--- src/rtl/ps2_pkg.sv ---
// Shared types and constants for the PS/2 receiver: FSM state encoding,
// scan-code prefix bytes and the clock glitch-filter length.
package ps2_pkg;

  typedef enum logic [1:0] {
    ST_IDLE   = 2'd0,
    ST_DATA   = 2'd1,
    ST_PARITY = 2'd2,
    ST_STOP   = 2'd3
  } ps2_state_e;

  localparam logic [7:0] PS2_PREFIX_EXT   = 8'hE0;
  localparam logic [7:0] PS2_PREFIX_BREAK = 8'hF0;
  localparam int         PS2_FILTER_LEN   = 8;

endpackage

--- src/rtl/ps2_filter.sv ---
// Two-flop synchronizer plus a glitch filter for one PS/2 line: the output
// only follows the synchronized input after PS2_FILTER_LEN equal samples.
module ps2_filter
  import ps2_pkg::*;
(
  input  logic clk,
  input  logic reset,
  input  logic din,
  output logic dout
);

  localparam int CNT_W = $clog2(PS2_FILTER_LEN);

  logic [1:0]       sync_q, sync_d;
  logic             filt_q, filt_d;
  logic [CNT_W-1:0] cnt_q, cnt_d;

  always_comb begin
    sync_d = {sync_q[0], din};
    filt_d = filt_q;
    cnt_d  = '0;
    // cnt_q counts consecutive samples that disagree with the filtered level
    if (sync_q[1] != filt_q) begin
      if (cnt_q == CNT_W'(PS2_FILTER_LEN - 1)) filt_d = sync_q[1];
      else                                     cnt_d  = cnt_q + 1'b1;
    end
  end

  always_ff @(posedge clk) begin
    if (reset) begin
      sync_q <= 2'b11;
      filt_q <= 1'b1;
      cnt_q  <= '0;
    end else begin
      sync_q <= sync_d;
      filt_q <= filt_d;
      cnt_q  <= cnt_d;
    end
  end

  assign dout = filt_q;

endmodule

--- src/rtl/ps2_recv.sv ---
// PS/2 device-to-host frame receiver with parity/stop checking and timeout.
// Optional `PS2_RECV_PREFIX_DECODE_EN folds E0/F0 prefixes into extended/released.
module ps2_recv
  import ps2_pkg::*;
#(
  parameter int TIMEOUT_CYCLES = 4095
) (
  input  logic       clk_25mhz,
  input  logic       reset,
  input  logic       ps2_clk,
  input  logic       ps2_data,
  output logic [7:0] data,
  output logic       valid,
  output logic       extended,
  output logic       released,
  output logic       parity_err,
  output logic       frame_err,
  output logic       busy
);

  localparam logic [11:0] TO_MAX = 12'(TIMEOUT_CYCLES);

  logic       clk_filt;
  logic [1:0] dsync_q, dsync_d;
  logic       clk_prev_q, clk_prev_d;
  ps2_state_e state_q, state_d;
  logic [2:0] bit_cnt_q, bit_cnt_d;
  logic [7:0] shift_q, shift_d;
  logic       par_ok_q, par_ok_d;
  logic [11:0] to_cnt_q, to_cnt_d;
  logic [7:0] data_q, data_d;
  logic       valid_q, valid_d;
  logic       perr_q, perr_d;
  logic       ferr_q, ferr_d;
  logic       din, fall, timeout, accept, err;

  ps2_filter u_clk_filter (
    .clk   (clk_25mhz),
    .reset (reset),
    .din   (ps2_clk),
    .dout  (clk_filt)
  );

  assign din     = dsync_q[1];
  assign fall    = clk_prev_q & ~clk_filt;
  assign timeout = (state_q != ST_IDLE) && (to_cnt_q == TO_MAX);
  assign err     = perr_d | ferr_d;

  always_comb begin
    dsync_d    = {dsync_q[0], ps2_data};
    clk_prev_d = clk_filt;
    state_d    = state_q;
    bit_cnt_d  = bit_cnt_q;
    shift_d    = shift_q;
    par_ok_d   = par_ok_q;
    to_cnt_d   = (state_q == ST_IDLE) ? 12'd0 : to_cnt_q + 12'd1;
    perr_d     = 1'b0;
    ferr_d     = 1'b0;
    accept     = 1'b0;
    // Timeout wins over a fall landing in the same cycle
    if (timeout) begin
      state_d  = ST_IDLE;
      ferr_d   = 1'b1;
      to_cnt_d = 12'd0;
    end else if (fall) begin
      to_cnt_d = 12'd0;
      unique case (state_q)
        ST_IDLE: begin
          if (!din) begin
            state_d   = ST_DATA;
            bit_cnt_d = 3'd0;
          end
        end
        ST_DATA: begin
          shift_d   = {din, shift_q[7:1]};
          bit_cnt_d = bit_cnt_q + 3'd1;
          if (bit_cnt_q == 3'd7) state_d = ST_PARITY;
        end
        ST_PARITY: begin
          par_ok_d = ^{shift_q, din};
          state_d  = ST_STOP;
        end
        ST_STOP: begin
          state_d = ST_IDLE;
          if (!din)          ferr_d = 1'b1;
          else if (!par_ok_q) perr_d = 1'b1;
          else               accept = 1'b1;
        end
        default: state_d = ST_IDLE;
      endcase
    end
  end

  always_ff @(posedge clk_25mhz) begin
    if (reset) begin
      dsync_q    <= 2'b11;
      clk_prev_q <= 1'b1;
      state_q    <= ST_IDLE;
      bit_cnt_q  <= 3'd0;
      shift_q    <= 8'h00;
      par_ok_q   <= 1'b0;
      to_cnt_q   <= 12'd0;
      data_q     <= 8'h00;
      valid_q    <= 1'b0;
      perr_q     <= 1'b0;
      ferr_q     <= 1'b0;
    end else begin
      dsync_q    <= dsync_d;
      clk_prev_q <= clk_prev_d;
      state_q    <= state_d;
      bit_cnt_q  <= bit_cnt_d;
      shift_q    <= shift_d;
      par_ok_q   <= par_ok_d;
      to_cnt_q   <= to_cnt_d;
      data_q     <= data_d;
      valid_q    <= valid_d;
      perr_q     <= perr_d;
      ferr_q     <= ferr_d;
    end
  end

`ifdef PS2_RECV_PREFIX_DECODE_EN
  logic ext_pend_q, ext_pend_d;
  logic rel_pend_q, rel_pend_d;
  logic ext_q, ext_d;
  logic rel_q, rel_d;

  always_comb begin
    ext_pend_d = ext_pend_q;
    rel_pend_d = rel_pend_q;
    valid_d    = 1'b0;
    data_d     = data_q;
    ext_d      = 1'b0;
    rel_d      = 1'b0;
    if (err) begin
      ext_pend_d = 1'b0;
      rel_pend_d = 1'b0;
    end else if (accept) begin
      if (shift_q == PS2_PREFIX_EXT) begin
        ext_pend_d = 1'b1;
      end else if (shift_q == PS2_PREFIX_BREAK) begin
        rel_pend_d = 1'b1;
      end else begin
        valid_d    = 1'b1;
        data_d     = shift_q;
        ext_d      = ext_pend_q;
        rel_d      = rel_pend_q;
        ext_pend_d = 1'b0;
        rel_pend_d = 1'b0;
      end
    end
  end

  always_ff @(posedge clk_25mhz) begin
    if (reset) begin
      ext_pend_q <= 1'b0;
      rel_pend_q <= 1'b0;
      ext_q      <= 1'b0;
      rel_q      <= 1'b0;
    end else begin
      ext_pend_q <= ext_pend_d;
      rel_pend_q <= rel_pend_d;
      ext_q      <= ext_d;
      rel_q      <= rel_d;
    end
  end

  assign extended = ext_q;
  assign released = rel_q;
`else
  always_comb begin
    valid_d = accept;
    data_d  = accept ? shift_q : data_q;
  end

  assign extended = 1'b0;
  assign released = 1'b0;
`endif

  assign data       = data_q;
  assign valid      = valid_q;
  assign parity_err = perr_q;
  assign frame_err  = ferr_q;
  assign busy       = (state_q != ST_IDLE);

endmodule

--- config.mk ---
export PLATFORM = sky130hd
export DESIGN_NAME = ps2_recv
export DESIGN_NICKNAME = d
export VERILOG_FILES = /design/src/rtl/ps2_pkg.sv /design/src/rtl/ps2_filter.sv /design/src/rtl/ps2_recv.sv
export SDC_FILE = /design/constraint.sdc
export NUM_CORES = 1
export LEC_CHECK = 0
export BUFFER_PORTS_ARGS = -buffer_cell sky130_fd_sc_hd__buf_2
export CAP_MARGIN = 20
export CELL_PAD_IN_SITES_DETAIL_PLACEMENT = 2
export CELL_PAD_IN_SITES_GLOBAL_PLACEMENT = 2
export CORE_MARGIN = 1
export CORE_UTILIZATION = 35
export DETAILED_ROUTE_END_ITERATION = 10
export GPL_TIMING_DRIVEN = 0
export HOLD_SLACK_MARGIN = 0.03
export PLACE_DENSITY_LB_ADDON = 0.05
export SYNTH_ARGS = -nofsm -noshare
export SYNTH_HDL_FRONTEND = slang
export SYNTH_HIERARCHICAL = 1
export SYNTH_SLANG_ARGS = --single-unit
--- constraint.sdc ---
create_clock -name clk_25mhz -period 5.35 [get_ports clk_25mhz]
set_clock_uncertainty 0.05 [all_clocks]
set_input_delay 0.535 -clock clk_25mhz [delete_from_list [all_inputs] [get_ports clk_25mhz]]
set_output_delay 0.535 -clock clk_25mhz [all_outputs]
set_load 0.05 [all_outputs]
==> run metrics <==
status finished clean; Post-Syn Area per Cell 9.73 sq um; synth top area cells dfxtp_1 45%, ha_1 5.6%, xnor2_1 4.8%; grt met2 use 0.300; Worst setup SP type flop; Synth Area in Simple Gates 0.221; die area 6090 sq um; Clk Latency, worst-skew pair 0.30 ns; post-cts sizing count 0; synth warn 6; RSZ-0062 raised after global routing no; layout cells sized above 1 0.172; Fin. Hold Viols 0; Worst EP arrival 2.37 ns; area grow syn2layout 14.2%; f_max 445 MHz; Compound-Gate Fraction of Synth Area 0.104; worst-case vdd ir drop 0.103 mV; Horiz. Die Dim 78.1 um; register bit count reported by yosys 46; Nets 244; WP data required 5.48 ns; worst hold stages 2; Max-Cap Viols 0; ant diodes 0; met1 Use GR 0.215; busiest grt layer met2; Via-to-Cell Ratio 5.11; Area after DPL 2190 sq um; CTS Buf Count 5; Slew headroom 0.495; Core Area 5540 sq um; LEAKAGE 0.901 nW; setup bufs post-CTS 0; Worst-path clk slew 0.09 ns; Post-Syn Instances 208; met3 usage 0.0349; period utilisation layout 0.420; dpl cells 296; Crit. End Element flop; Antenna Nets Post-Route 0; vias in the first global route 1603; Worst Hold Launch ps2_clk; Detailed Route Iter0 Violations 51; Seq/Total Area, Yosys 0.455; Yosys top cell area share 0.455; Core Rows 27; final wirelength 4710 um; worst setup margin 3.10 ns; Die Height 78.1 um; Adder-Cell Fraction of Synth Area 0.0556; initial antenna violation count 0; Max Fanout on Critical Path 10; DRT Pass-1 Iters 4; vias 1554; Post-CTS Hold Buffers 0; Finished Layout Cells 304; multiplexer share of the synthesized area 0.0445; Synth cell types 47; Max Root-Sink Buffers 2; DR DRC count 0; reg2reg start state_q[0]; final setup vio count 0; TritonCTS clock tree done; Tot Pwr 0.626 mW; clock sink count 46; mapped cell area 2020 sq um; GRT overflow 0; WL per Instance 15.5 um; Initial Util 0.365; Root Driver clkbuf_8; PD cells 271 nW/um^2; gp weighted congestion 0.757; largest net degree at the start of global routing 17; largest area contributor in the netlist dfxtp_1; async set-reset flop share out of synthesis 0; Top FF cell, synth dfxtp_1; DP Wirelength 3580 um; final setup TNS 0 ns; All-Layer GR Usage 0.172; XOR/XNOR Fraction of Synth Area 0.0760; r2r setup slk 3.10 ns; Port Buffer Count 15; Crit Reg-Reg Endpoint bit_cnt_q[2]; H-tree depth 2; hold-critical path endpoint u_clk_filter/sync_q[0]; min cycle time layout 2.25 ns; IO Pins 18; Post-synth EDFFs 0; Worst R2R Path Depth 7; Post-Place Setup Slack 3.09 ns; Tightest Pin Transition 0.756 ns; Final Instance Area 2310 sq um; Slew Limit Fails 0; WS Path Type reg -> reg; worst hold path type in -> reg; first-pass GRT wire length 8020 um; largest family of logic cells by synthesized area simple AND/OR/NAND/NOR gates
worst max-delay path by stage:
stage | startpoint | end | slack [ns]
floorplan | state_q[0] | shift_q[0] | 3.45
global placement | state_q[0] | bit_cnt_q[1] | 3.19
detailed placement | state_q[0] | shift_q[6] | 3.09
CTS | state_q[0] | bit_cnt_q[1] | 3.08
global route | state_q[0] | data[2] | 2.90
finish | state_q[0] | bit_cnt_q[2] | 3.10
layer usage:
layer / up-vias / share of wire
li1: 774 / -
met1: 759 / 0.48
met2: 15 / 0.49
met3: 6 / 0.021
met4: 0 / 0.0098
met5: - / 0
report_power, final:
part	switching [mW]	total, mW	leakage, nW	internal [mW]
registers	0.00113	0.345	0.371	0.344
logic	0.00917	0.0140	0.474	0.00480
clock network	0.125	0.267	0.0563	0.142
final cells by class:
cell class | count | area, sq um
tap | 72 | 90.1
multi-input combinational | 145 | 1020
clock inverter | 3 | 48.8
sequential | 46 | 921
fill | 618 | 3230
clock buffer | 5 | 68.8
buffer | 11 | 57.6
timing repair buffer | 15 | 75.1
inverter | 7 | 26.3
flip-flops by register name, indices dropped and copies added (netlist names):
signal,flops
to_cnt_q,12
bit_cnt_q,3
state_q,2
u_clk_filter/sync_q,2
frame_err,1
data,8
shift_q,8
u_clk_filter/cnt_q,3
dsync_q,2
parity_err,1
u_clk_filter/dout,1
valid,1
clk_prev_q,1
par_ok_q,1
layout by cell type, fill, tap and decap left out, types with 5 or more instances in the layout:
cell and n:
a21oi_1 10, buf_2 16, clkbuf_1 6, clkbuf_8 5
dfxtp_1 46, ha_1 9, inv_1 7, mux2i_1 9
nand2_1 5, nand3_1 12, nor2_1 20, nor3_1 7
o21ai_0 9, or2_2 6, xnor2_1 11
per-stage QoR:
stage	hold WS, ns	util
global placement	0.343	0.396
finish	0.361	0.417
detailed placement	0.349	0.396
CTS	0.349	0.417
global route	0.348	0.417
floorplan	0.339	-
synth_stat cells (2+ instances only):
cell type and number:
buf_4 2, nand4_1 4, nand2b_1 4, o32ai_1 2, or2_2 6, ha_1 9
o21ai_0 9, xor2_1 4, a21oi_1 10, a211oi_1 2, nand2_1 5, mux2i_1 9
dfxtp_1 46, nand3b_1 2, inv_1 7, clkbuf_1 6, nor2_1 20, nand3_1 12
nor2b_1 2, nor4b_1 2, nor4_1 2, xnor2_1 11, and3b_1 2, nor3_1 7
logic make-up (layout without fill, tap and decap cells):
group | Yosys count | in the layout
compound gates | 31 | 31
xor+xnor | 16 | 16
fa+ha+maj | 9 | 9
buf+inv | 18 | 41
flops | 46 | 46
mux | 9 | 9
other cells | 1 | 2
simple gates | 78 | 78
critical path, stage by stage, from the launching register on:
cell	delay (ns)
dfxtp_1	0.39
inv_1	0.08
ha_1	0.19
clkbuf_1	0.22
or4_1	0.62
clkbuf_1	0.27
nand3_1	0.21
o32ai_1	0.09
Note: power is estimated with default switching activity, not from simulation.
